File: src/rtl/core_pipe_ctrl.sv
// ---------------------------------------------------------------------------
// core_pipe_ctrl
//
// Run-state and hazard controller for the RV32I pipelined core.
// Sequences power-up (OFF -> BOOT -> RUN) and orderly power-down
// (RUN -> DRAIN -> OFF). In RUN it resolves external stalls, taken-branch
// squashes and load-use hazards into per-stage enable/flush vectors.
//
// Optional feature: define CORE_PIPE_CTRL_PERF_EN to add three saturating
// 32-bit performance counters (perf_stall_cycles, perf_load_use,
// perf_flushes). They clear on reset and on the BOOT -> RUN transition.
//
// Ports:
//   clk, rst_n          core clock, asynchronous active-low reset
//   power               run request (level, synchronous to clk)
//   id_rs1/id_rs2       source registers of the instruction in ID
//   id_uses_rs1/_rs2    ID instruction actually reads rs1/rs2
//   ex_rd, ex_mem_read  destination and load flag of the instruction in EX
//   branch_taken        PC is redirected this cycle
//   ext_stall           memory not ready, freeze the whole pipeline
//   stage_en            bit k: load enable of stage-k register (bit 0 = PC)
//   stage_flush         bit k: stage-k register loads a bubble (bit 0 = 0)
//   pc_reset            PC loads the reset vector
//   state               OFF=0, BOOT=1, RUN=2, DRAIN=3 (also the debug view)
//
// Stall contract: ext_stall is a level. While it is high no stage loads and
// nothing is flushed, so every in-flight instruction is preserved; the
// control state (including the drain count) holds with it.
// ---------------------------------------------------------------------------
module core_pipe_ctrl #(
    parameter int NUM_STAGES  = 5,
    parameter int REG_ADDR_W  = 5,
    parameter int BOOT_CYCLES = 4,
    parameter int FLUSH_DEPTH = 2
) (
    input  logic                  clk,
    input  logic                  rst_n,
    input  logic                  power,
    input  logic [REG_ADDR_W-1:0] id_rs1,
    input  logic [REG_ADDR_W-1:0] id_rs2,
    input  logic                  id_uses_rs1,
    input  logic                  id_uses_rs2,
    input  logic [REG_ADDR_W-1:0] ex_rd,
    input  logic                  ex_mem_read,
    input  logic                  branch_taken,
    input  logic                  ext_stall,
    output logic [NUM_STAGES-1:0] stage_en,
    output logic [NUM_STAGES-1:0] stage_flush,
    output logic                  pc_reset,
    output logic [1:0]            state
`ifdef CORE_PIPE_CTRL_PERF_EN
    ,
    output logic [31:0]           perf_stall_cycles,
    output logic [31:0]           perf_load_use,
    output logic [31:0]           perf_flushes
`endif
);

    localparam logic [1:0] S_OFF   = 2'd0;
    localparam logic [1:0] S_BOOT  = 2'd1;
    localparam logic [1:0] S_RUN   = 2'd2;
    localparam logic [1:0] S_DRAIN = 2'd3;

    // Holds both BOOT_CYCLES-1 (<=254) and NUM_STAGES-2 (<=6).
    localparam int CNT_W = 8;

    localparam logic [NUM_STAGES-1:0] ALL_ONES    = '1;
    // Every register except the PC holds a bubble while powered down.
    localparam logic [NUM_STAGES-1:0] OFF_FLUSH   = {{(NUM_STAGES-1){1'b1}}, 1'b0};
    // Stages 1..FLUSH_DEPTH hold wrong-path instructions after a redirect.
    localparam logic [NUM_STAGES-1:0] BR_FLUSH    = NUM_STAGES'((1 << (FLUSH_DEPTH + 1)) - 2);
    // PC and IF/ID hold, a bubble enters EX, older stages keep moving.
    localparam logic [NUM_STAGES-1:0] LU_EN       = {{(NUM_STAGES-2){1'b1}}, 2'b00};
    localparam logic [NUM_STAGES-1:0] LU_FLUSH    = NUM_STAGES'(4);
    // No new fetch; ID takes bubbles so only real instructions drain out.
    localparam logic [NUM_STAGES-1:0] DRAIN_EN    = {{(NUM_STAGES-1){1'b1}}, 1'b0};
    localparam logic [NUM_STAGES-1:0] DRAIN_FLUSH = NUM_STAGES'(2);

    logic [1:0]       state_q, state_d;
    logic [CNT_W-1:0] cnt_q, cnt_d;
    logic             load_use;

    assign load_use = ex_mem_read && (ex_rd != '0) &&
                      ((id_uses_rs1 && (id_rs1 == ex_rd)) ||
                       (id_uses_rs2 && (id_rs2 == ex_rd)));

    assign state = state_q;

    // Next-state and counter.
    always_comb begin
        state_d = state_q;
        cnt_d   = cnt_q;
        case (state_q)
            S_OFF: begin
                if (power) begin
                    state_d = S_BOOT;
                    cnt_d   = CNT_W'(BOOT_CYCLES - 1);
                end
            end
            S_BOOT: begin
                if (!power) begin
                    state_d = S_OFF;
                    cnt_d   = '0;
                end else if (cnt_q == '0) begin
                    state_d = S_RUN;
                end else begin
                    cnt_d = cnt_q - 1'b1;
                end
            end
            S_RUN: begin
                if (!power) begin
                    state_d = S_DRAIN;
                    cnt_d   = CNT_W'(NUM_STAGES - 2);
                end
            end
            default: begin // S_DRAIN: power is ignored until the drain completes
                if (!ext_stall) begin
                    if (cnt_q == '0) begin
                        state_d = S_OFF;
                    end else begin
                        cnt_d = cnt_q - 1'b1;
                    end
                end
            end
        endcase
    end

    always_ff @(posedge clk or negedge rst_n) begin
        if (!rst_n) begin
            state_q <= S_OFF;
            cnt_q   <= '0;
        end else begin
            state_q <= state_d;
            cnt_q   <= cnt_d;
        end
    end

    // Stage controls. Priority in RUN: ext_stall, branch_taken, load_use.
    always_comb begin
        stage_en    = '0;
        stage_flush = '0;
        pc_reset    = 1'b0;
        case (state_q)
            S_OFF: begin
                stage_flush = OFF_FLUSH;
            end
            S_BOOT: begin
                stage_flush = OFF_FLUSH;
                pc_reset    = 1'b1;
            end
            S_RUN: begin
                if (ext_stall) begin
                    stage_en = '0;
                end else if (branch_taken) begin
                    // A concurrent load-use is moot: the dependent op is squashed.
                    stage_en    = ALL_ONES;
                    stage_flush = BR_FLUSH;
                end else if (load_use) begin
                    stage_en    = LU_EN;
                    stage_flush = LU_FLUSH;
                end else begin
                    stage_en = ALL_ONES;
                end
            end
            default: begin // S_DRAIN
                if (!ext_stall) begin
                    stage_en    = DRAIN_EN;
                    stage_flush = DRAIN_FLUSH;
                end
            end
        endcase
    end

`ifdef CORE_PIPE_CTRL_PERF_EN
    logic boot_done;
    logic ev_stall, ev_load_use, ev_flush;

    assign boot_done   = (state_q == S_BOOT) && power && (cnt_q == '0);
    assign ev_stall    = ((state_q == S_RUN) || (state_q == S_DRAIN)) && ext_stall;
    assign ev_flush    = (state_q == S_RUN) && !ext_stall && branch_taken;
    assign ev_load_use = (state_q == S_RUN) && !ext_stall && !branch_taken && load_use;

    always_ff @(posedge clk or negedge rst_n) begin
        if (!rst_n) begin
            perf_stall_cycles <= '0;
            perf_load_use     <= '0;
            perf_flushes      <= '0;
        end else if (boot_done) begin
            perf_stall_cycles <= '0;
            perf_load_use     <= '0;
            perf_flushes      <= '0;
        end else begin
            if (ev_stall && (perf_stall_cycles != '1)) begin
                perf_stall_cycles <= perf_stall_cycles + 32'd1;
            end
            if (ev_load_use && (perf_load_use != '1)) begin
                perf_load_use <= perf_load_use + 32'd1;
            end
            if (ev_flush && (perf_flushes != '1)) begin
                perf_flushes <= perf_flushes + 32'd1;
            end
        end
    end
`endif

endmodule

File: config.mk
export PLATFORM = sky130hd
export DESIGN_NAME = core_pipe_ctrl
export DESIGN_NICKNAME = d
export VERILOG_FILES = /design/src/rtl/core_pipe_ctrl.sv
export SDC_FILE = /design/constraint.sdc
export NUM_CORES = 1
export LEC_CHECK = 0
export CAP_MARGIN = 10
export CORE_ASPECT_RATIO = 1.5
export CORE_MARGIN = 3
export CORE_UTILIZATION = 25
export CTS_CLUSTER_DIAMETER = 50
export CTS_CLUSTER_SIZE = 16
export DETAILED_ROUTE_END_ITERATION = 6
export HOLD_SLACK_MARGIN = 0.06
export SLEW_MARGIN = 20
export SYNTH_ARGS = -nofsm -noshare
export SYNTH_HDL_FRONTEND = slang
export SYNTH_SLANG_ARGS = --single-unit
File: constraint.sdc
create_clock -name clk -period 3.7 [get_ports clk]
set_clock_uncertainty 0.1 [all_clocks]
set_input_delay 0.37 -clock clk [delete_from_list [all_inputs] [get_ports clk]]
set_output_delay 0.37 -clock clk [all_outputs]
set_load 0.05 [all_outputs]
==> results.json, run 1 <==
{
  "synth_edf_count": 0,
  "synth-simple-area-share_pct": 24.5,
  "tns_ns": 0,
  "synthCells": 101,
  "dieHeight_um": 78.6,
  "fmax_ghz": 0.317,
  "ant_nets": 0,
  "p_sw_share_pct": 52.7,
  "vdd_ir_drop_max_v": 0.000455,
  "initial_utilization_pct": 27.0,
  "ys_async_sr_fraction_pct": 100,
  "grt_overflow": 0,
  "max_stage_delay_ns": 0.84,
  "ys_top_cells_by_area": "dfrtp_1 28%, xnor2_1 13%, nor2_1 6.4%, buf_4 3.4%, inv_1 3.0%",
  "post_cts_buffers": 0,
  "cpMaxStageDelayCell": "clkdlybuf4s50_1",
  "synth_cell_types": 39,
  "p_per_area_nw_per_um2": 827,
  "drive_gt1_share_pct": 10.6,
  "synth_compound_area_share_pct": 18.6,
  "power.internal_uw": 495,
  "yosysTopAreaCell": "dfrtp_1",
  "rsz0062_at_grt": "false",
  "antenna_found_initial": 0,
  "worst_setup_path_start_kind": "primary input",
  "timing.rr.start": "state[0]",
  "hold_buffers": 0,
  "htreeDepth": 1,
  "maxSlewHeadroom_pct": 59.4,
  "cts_num_sinks": 10,
  "cts_root_buffer": "clkbuf_8",
  "synth-xor-area-share_pct": 12.9,
  "syn-cell-area_um2": 880,
  "dp_hpwl_mm": 1.84,
  "finalCriticalPeriod_ns": 3.15,
  "syn_avg_cell_area_um2": 8.71,
  "criticalPathCategory": "in2out",
  "synth_fp_nets": 126,
  "core-area_um2": 3250,
  "p_clk_share_pct": 10.6,
  "finish.utilization_pct": 38.9,
  "cp.required_ns": 3.23,
  "globalplace.congestion": 0.774,
  "crit_path_end_kind": "primary output",
  "portBuffers": 34,
  "stdcell_area_um2": 1260,
  "worst_r2r_path_depth": 4,
  "reg2reg_to": "cnt_q[5]",
  "num_io_pins": 36,
  "leakage_nw": 0.485,
  "wl_mm": 2.22,
  "r2r_slack_ns": 1.85,
  "vias": 860,
  "seq_area_frac_synth_pct": 28.4,
  "max_cap_viol_count": 0,
  "combinationalPowerShare_pct": 66.2,
  "numCtsBuffers": 3,
  "synth-main-ff-cell": "dfrtp_1",
  "muxShareOfSynthArea_pct": 3.98,
  "synth_seq_cells": 10,
  "cpMostUsedCell": "clkdlybuf4s50_1",
  "post_drt_wl_per_cell_um": 12.9,
  "status": "complete, no violations",
  "vias_per_cell": 5.00,
  "fin_nets": 159,
  "path_cells": "clkdlybuf4s50_1 > or4_1 > o21ai_2 > nor2_1 > a21boi_0 > clkdlybuf4s50_1",
  "grt_pass1_wl_mm": 3.62,
  "p_seq_share_pct": 23.2,
  "final_max_slew_viol_count": 0,
  "cts_buffer_depth": 2,
  "route.detailed.drc": 0,
  "drt_iter0_drc": 15,
  "grt_use_total_pct": 11.1,
  "power_switching_uw": 551,
  "synth_top_family_by_area": "simple AND/OR/NAND/NOR gates",
  "worst_slew_pin_slew_ns": 0.608,
  "clkTransAtPathRegs_ns": 0.05,
  "cts_resized": 0,
  "dpl-instance-area_um2": 1220,
  "grt_max_degree": 17,
  "crit_arrival_ns": 2.68,
  "clk-insertion-delay-late_ns": 0.23,
  "tritoncts": "yes",
  "timing.hold.ws_ns": 0.372,
  "dr.pass1.iters": 4,
  "setup_viol": 0,
  "syn_to_final_growth_pct": 43.8,
  "die_area_um2": 4280,
  "die_w_um": 54.4,
  "synth_top_area_share_pct": 28.4,
  "finalCritPeriodShare_pct": 85.2,
  "antenna_cells": 0,
  "yosysWarningCount": 0,
  "yosys.area_share.adder_pct": 2.84,
  "finalHoldViolCount": 0,
  "num_rows": 25,
  "grt_pass1_vias": 893,
  "hold_path_class": "in2async",
  "crit_path_max_fanout": 3
}
==> Yosys cell counts, types with 3 or more instances <==
| master | count |
|---|---|
| inv_1 | 7 |
| xnor2_1 | 13 |
| nand4_1 | 3 |
| nor2_1 | 15 |
| buf_4 | 4 |
| a21oi_1 | 5 |
| nand2_1 | 4 |
| dfrtp_1 | 10 |
| o21ai_0 | 3 |
==> placed cells by master (no fill, tap or decap), drive strengths merged, types with 4 or more instances in the layout <==
master and instances:
clkdlybuf4s50 34, dfrtp 10, inv 7, a211oi 4, xnor2 13, o21ai 4
nor3 5, a21oi 5, nor2 15, nand2 4
==> cell families after synthesis <==
| group | after synthesis |
|---|---|
| adder cells (fa/ha/maj) | 2 |
| buffers and inverters | 13 |
| AND/OR/NAND/NOR | 38 |
| multiplexers | 3 |
| flip-flops | 10 |
| XOR/XNOR | 13 |
| AO/OA/AOI/OAI | 21 |
| other | 1 |
==> layout make-up <==
cell class / count / area (µm²)
tap: 40 / 50.0
sequential: 10 / 250
timing repair buffer: 34 / 340
fill: 355 / 1990
clock buffer: 3 / 41.3
multi-input combinational: 78 / 557
inverter: 7 / 26.3
==> metrics by stage <==
stage               total power [mW]  instances  setup slack (ns)
CTS                             1.06        172             0.523
floorplan                      0.755        101             0.961
global route                    1.12        172             0.474
finish                          1.05        172             0.546
global placement               0.921        169             0.563
detailed placement             0.939        169             0.547
==> worst max path at each step <==
stage	start	endpoint	slack, ns	cells past startpoint
after floorplan	state[1]	stage_en[0]	0.96	3
after global placement	ex_rd[1]	stage_flush[2]	0.56	6
after detailed placement	ex_rd[1]	stage_en[0]	0.55	6
after CTS	ex_rd[1]	stage_en[0]	0.52	6
after global routing	ex_rd[1]	stage_en[0]	0.47	6
final	ex_rd[1]	stage_en[0]	0.55	6
==> registers in the layout, indices dropped and copies added (netlist names) <==
signal / flops
cnt_q: 8
state: 2
==> per-layer routing <==
layer | GRT usage (%) | share of wire [%] | vias to the layer above
li1 | - | - | 417
met1 | 11.1 | 37 | 399
met2 | 18.8 | 51 | 40
met5 | 0 | 0 | -
met4 | 6.23 | 1.5 | 0
met3 | 4.17 | 10 | 4
==> power by group through the flow <==
stage	Combinational, mW	Clock (mW)	Sequential, mW
finish	0.693	0.111	0.243
global route	0.748	0.123	0.250
CTS	0.701	0.115	0.241
detailed placement	0.697	0	0.242
global placement	0.681	0	0.240
floorplan	0.516	0	0.239
==> worst max-delay path: cells and delay by family <==
family | cells | cell delay, ns
buf+inv | 2 | 1.30
compound gates | 2 | 0.39
simple gates | 2 | 0.62
(Power assumes the default switching activity.)
==> run 2, diff against run 1 <==
--- a/config.mk
+++ b/config.mk
@@ -8,11 +8,12 @@
 export CAP_MARGIN = 10
 export CORE_ASPECT_RATIO = 1.5
 export CORE_MARGIN = 3
-export CORE_UTILIZATION = 25
+export CORE_UTILIZATION = 39
 export CTS_CLUSTER_DIAMETER = 50
 export CTS_CLUSTER_SIZE = 16
 export DETAILED_ROUTE_END_ITERATION = 6
 export HOLD_SLACK_MARGIN = 0.06
+export PLACE_DENSITY = 0.74
 export SLEW_MARGIN = 20
 export SYNTH_ARGS = -nofsm -noshare
 export SYNTH_HDL_FRONTEND = slang
==> run 2 against run 1 <==
  * Critical path depth did not move
  * Combinational power shrank 1%
  * Total power is 4.8% lower
  * Non-clock buffer count unchanged
  * Worst setup slack gained 0.031 ns
  * Worst hold slack lost 0.051 ns
  * Maximum frequency increased by 0.98%
  * Via count down 2.4%
==> results.json, run 2 (same netlist as run 1, synthesis figures left out) <==
{
  "status": "complete, no violations",
  "max_stage_delay_ns": 0.70,
  "wl_mm": 2.09,
  "crit_arrival_ns": 2.65,
  "hold_buffers": 0,
  "grt_pass1_wl_mm": 3.43,
  "die_w_um": 44.8,
  "grt_overflow": 0,
  "finalHoldViolCount": 0,
  "initial_utilization_pct": 42.3,
  "worst_slew_pin_slew_ns": 0.573,
  "post_drt_wl_per_cell_um": 13.6,
  "crit_path_end_kind": "primary output",
  "ant_nets": 0,
  "cpMaxStageDelayCell": "clkdlybuf4s50_1",
  "route.detailed.drc": 0,
  "setup_viol": 0,
  "vdd_ir_drop_max_v": 0.000575,
  "layout.cells.most_common": "clkdlybuf4s50_1",
  "portBuffers": 34,
  "worst_setup_path_start_kind": "primary input",
  "maxSlewHeadroom_pct": 61.8,
  "criticalPathCategory": "in2out",
  "die_area_um2": 2870,
  "finalCriticalPeriod_ns": 3.12,
  "syn_to_final_growth_pct": 39.1,
  "rsz0062_at_grt": "false",
  "p_per_area_nw_per_um2": 814,
  "grt_max_degree": 17,
  "num_rows": 20,
  "dieHeight_um": 64.2,
  "htreeDepth": 1,
  "vias_per_cell": 5.45,
  "cp.required_ns": 3.23,
  "post_cts_buffers": 0,
  "cts_resized": 0,
  "fmax_ghz": 0.320,
  "cts_buffer_depth": 2,
  "numCtsBuffers": 3,
  "drive_gt1_share_pct": 10.6,
  "path_buf_inv": 2,
  "grt_pass1_vias": 848,
  "largest_reg_flops": 8,
  "fin_nets": 159,
  "max_cap_viol_count": 0,
  "regMostFlops": "cnt_q",
  "cpLargestDelayFamily": "buffers and inverters",
  "num_io_pins": 36,
  "antenna_cells": 0,
  "vias": 839,
  "hold_path_class": "in2async",
  "cts_root_buffer": "clkbuf_4",
  "clkTransAtPathRegs_ns": 0.06,
  "path_cells": "clkdlybuf4s50_1 > or4_1 > o21ai_2 > nor3_1 > a221o_1 > clkdlybuf4s50_1",
  "cpMostUsedCell": "clkdlybuf4s50_1",
  "tns_ns": 0,
  "grt_use_total_pct": 15.7,
  "drt_iter0_drc": 17,
  "dr.pass1.iters": 3,
  "leakage_nw": 0.478,
  "final_max_slew_viol_count": 0,
  "clk-insertion-delay-late_ns": 0.26,
  "dp_hpwl_mm": 1.72,
  "tritoncts": "yes",
  "finalPower_uw": 996,
  "finalCritPeriodShare_pct": 84.4,
  "cts_num_sinks": 10,
  "core-area_um2": 2080,
  "layout_common_cells": "34 x clkdlybuf4s50_1, 15 x nor2_1, 13 x xnor2_1, 10 x dfrtp_1, 7 x inv_1",
  "antenna_found_initial": 0,
  "crit_path_max_fanout": 3,
  "globalplace.congestion": 0.789
}
==> run 2: changes by cell type in the layout (fill, tap and decap cells not counted) <==
| cell | previous run | this run |
|---|---|---|
| clkbuf_4 | 0 | 3 |
| clkbuf_8 | 3 | 0 |
==> run 2: report_power, final <==
part           switching, mW  total [mW]  internal [mW]
Sequential            0.0830       0.237          0.154
Combinational          0.418       0.686          0.268
Clock                 0.0354      0.0729         0.0375
==> run 2: layout make-up <==
class	instances	area (µm²)
multi-input combinational	78	557
fill	192	853
timing repair buffer	34	340
inverter	7	26.3
sequential	10	250
clock buffer	3	22.5
tap	22	27.5
==> run 2: layer usage <==
metal	GRT usage [%]	share of wire [%]	vias up
li1	-	-	420
met1	15.5	39	379
met2	28.4	50	36
met3	4.23	8.6	4
met4	7.69	2.3	0
met5	0	0	-
==> run 2: final timing paths <==
| path | start | end | slack, ns | depth (start not counted) |
|---|---|---|---|---|
| worst max-delay path | ex_rd[1] | stage_flush[2] | 0.58 | 6 |
| worst min-delay path | rst_n | cnt_q[0] | 0.32 | 1 |
| worst max register to register | state[0] | cnt_q[5] | 1.84 | 4 |
| worst min register to register | cnt_q[1] | cnt_q[1] | 0.42 | 1 |
| max in group asynchronous | rst_n | state[0] | 2.87 | 1 |
| min in group clk | cnt_q[1] | cnt_q[1] | 0.42 | 1 |
==> run 2: metrics by stage <==
step	setup WS (ns)	area, µm²	std cells	hold slack (ns)	utilization [%]
2_1_floorplan	0.961	880	101	-0.0256	-
3_5_place_dp	0.571	1200	151	0.413	57.8
3_3_place_gp	0.578	1200	151	0.412	57.8
4_1_cts	0.562	1220	154	0.337	58.9
5_1_grt	0.513	1220	154	0.353	58.9
6_report	0.577	1220	154	0.321	58.9
==> run 3, diff against run 2 <==
==> constraint.sdc (replaced) <==
create_clock -name clk -period 2.99 [get_ports clk]
set_clock_uncertainty 0.1 [all_clocks]
set_input_delay 0.299 -clock clk [delete_from_list [all_inputs] [get_ports clk]]
set_output_delay 0.299 -clock clk [all_outputs]
set_load 0.05 [all_outputs]
==> run 3 against run 2 <==
  * Design area increased by 3.2%
  * Total power increased by 32%
  * Sequential cell count unchanged
  * Worst setup slack got worse by 0.085 ns
  * Largest power group unchanged
  * Sequential power increased by 12%
  * Register-to-register slack got worse by 0.76 ns
  * Die area unchanged
  * Worst hold slack got worse by 0.078 ns
==> results.json, run 3 (same netlist as run 1, synthesis figures left out) <==
{
  "status": "complete, no violations",
  "final_max_slew_viol_count": 0,
  "grt_pass1_vias": 941,
  "leakage_nw": 0.500,
  "dp_hpwl_mm": 1.86,
  "crit_path_end_kind": "primary output",
  "max_stage_delay_ns": 0.56,
  "portBuffers": 34,
  "globalplace.congestion": 0.755,
  "finalCriticalPeriod_ns": 2.50,
  "finish.utilization_pct": 60.8,
  "tritoncts": "yes",
  "setup_slack_ns": 0.492,
  "dr.pass1.iters": 4,
  "clkTransAtPathRegs_ns": 0.07,
  "reg2reg_to": "cnt_q[5]",
  "num_io_pins": 36,
  "cts_buffer_depth": 2,
  "stdcell_count": 156,
  "num_rows": 20,
  "crit_arrival_ns": 2.10,
  "antenna_cells": 0,
  "criticalPathCategory": "in2out",
  "path_buf_inv": 2,
  "maxSlewHeadroom_pct": 64.6,
  "timing.rr.start": "state[0]",
  "finalHoldViolCount": 0,
  "ant_nets": 0,
  "dp_cells": 152,
  "hold_path_class": "in2async",
  "regMostFlops": "cnt_q",
  "path_cells": "clkdlybuf4s50_1 > or4_1 > o21ai_2 > nor3_1 > a221o_1 > buf_4",
  "setup_viol": 0,
  "cpMaxStageDelayCell": "or4_1",
  "antenna_found_initial": 0,
  "cts_resized": 0,
  "grt_overflow": 0,
  "drt_iter0_drc": 28,
  "vdd_ir_drop_max_v": 0.000694,
  "largest_reg_flops": 8,
  "finalPower_mw": 1.31,
  "syn_to_final_growth_pct": 43.5,
  "post_cts_buffers": 0,
  "place_ws_ns": 0.481,
  "grt_pass1_wl_mm": 4.00,
  "tns_ns": 0,
  "worst_r2r_path_depth": 4,
  "max_cap_viol_count": 0,
  "dieHeight_um": 64.2,
  "p_per_area_nw_per_um2": 1040,
  "rsz0062_at_grt": "false",
  "initial_utilization_pct": 42.3,
  "drive_gt1_share_pct": 14.2,
  "finalCritPeriodShare_pct": 83.5,
  "crit_cells": 6,
  "grt_max_degree": 16,
  "cpLargestDelayFamily": "buffers and inverters",
  "hold_buffers": 0,
  "worst_setup_path_start_kind": "primary input",
  "die_w_um": 44.8,
  "route.detailed.drc": 0,
  "vias": 864,
  "timing.hold.ws_ns": 0.243,
  "crit_path_max_fanout": 3,
  "fin_nets": 160,
  "wl_mm": 2.31,
  "worst_slew_pin_slew_ns": 0.530,
  "core-area_um2": 2080,
  "post_drt_wl_per_cell_um": 14.8,
  "r2r_slack_ns": 1.08,
  "clk-insertion-delay-late_ns": 0.27,
  "numCtsBuffers": 3,
  "cts_num_sinks": 10,
  "vias_per_cell": 5.54,
  "cp.required_ns": 2.59,
  "die_area_um2": 2870,
  "htreeDepth": 1,
  "stdcell_area_um2": 1260,
  "grt_use_total_pct": 18.6,
  "layout.cells.most_common": "clkdlybuf4s50_1",
  "layout_common_cells": "31 x clkdlybuf4s50_1, 15 x nor2_1, 13 x xnor2_1, 10 x dfrtp_1, 7 x inv_1",
  "cts_root_buffer": "clkbuf_4",
  "fmax_ghz": 0.400,
  "dpl-instance-area_um2": 1230
}
-- run 3: layout make-up --
| class | instances | area (µm²) |
|---|---|---|
| Inverter | 7 | 26.3 |
| Clock buffer | 4 | 36.3 |
| Tap cell | 22 | 27.5 |
| Timing Repair Buffer | 35 | 365 |
| Sequential cell | 10 | 250 |
| Fill cell | 194 | 815 |
| Multi-Input combinational cell | 78 | 557 |
-- run 3: how the worst max path moves through the flow --
stage | from | endpoint | slack [ns]
floorplan | state[1] | stage_en[0] | 0.32
global placement | ex_rd[1] | stage_flush[2] | 0.52
detailed placement | ex_rd[1] | stage_flush[2] | 0.48
CTS | ex_rd[1] | stage_flush[2] | 0.47
global route | state[0] | pc_reset | 0.41
finish | ex_rd[1] | stage_flush[2] | 0.49
-- run 3: where the power goes --
group | leakage, nW | internal [mW] | switching, mW
clock network | 0.0210 | 0.0741 | 0.0550
logic | 0.352 | 0.354 | 0.566
registers | 0.127 | 0.191 | 0.0735
-- run 3: metal layers --
metal | routed length, µm | part of all wire (%) | vias to the layer above | track usage (%)
met5 | 0 | 0 | - | 0
met4 | 49 | 2.1 | 0 | 7.69
met3 | 196 | 8.5 | 5 | 5.35
met2 | 1220 | 53 | 41 | 32.6
met1 | 847 | 37 | 396 | 19.8
li1 | - | - | 422 | -
-- run 3: worst reg2reg max path, delay by kind of cell, from the launching register on --
family             cells  cell delay, ns
AOI/OAI and AO/OA      1            0.35
and+or+nand+nor        1            0.07
DFF                    1            0.61
muxes                  2            0.67
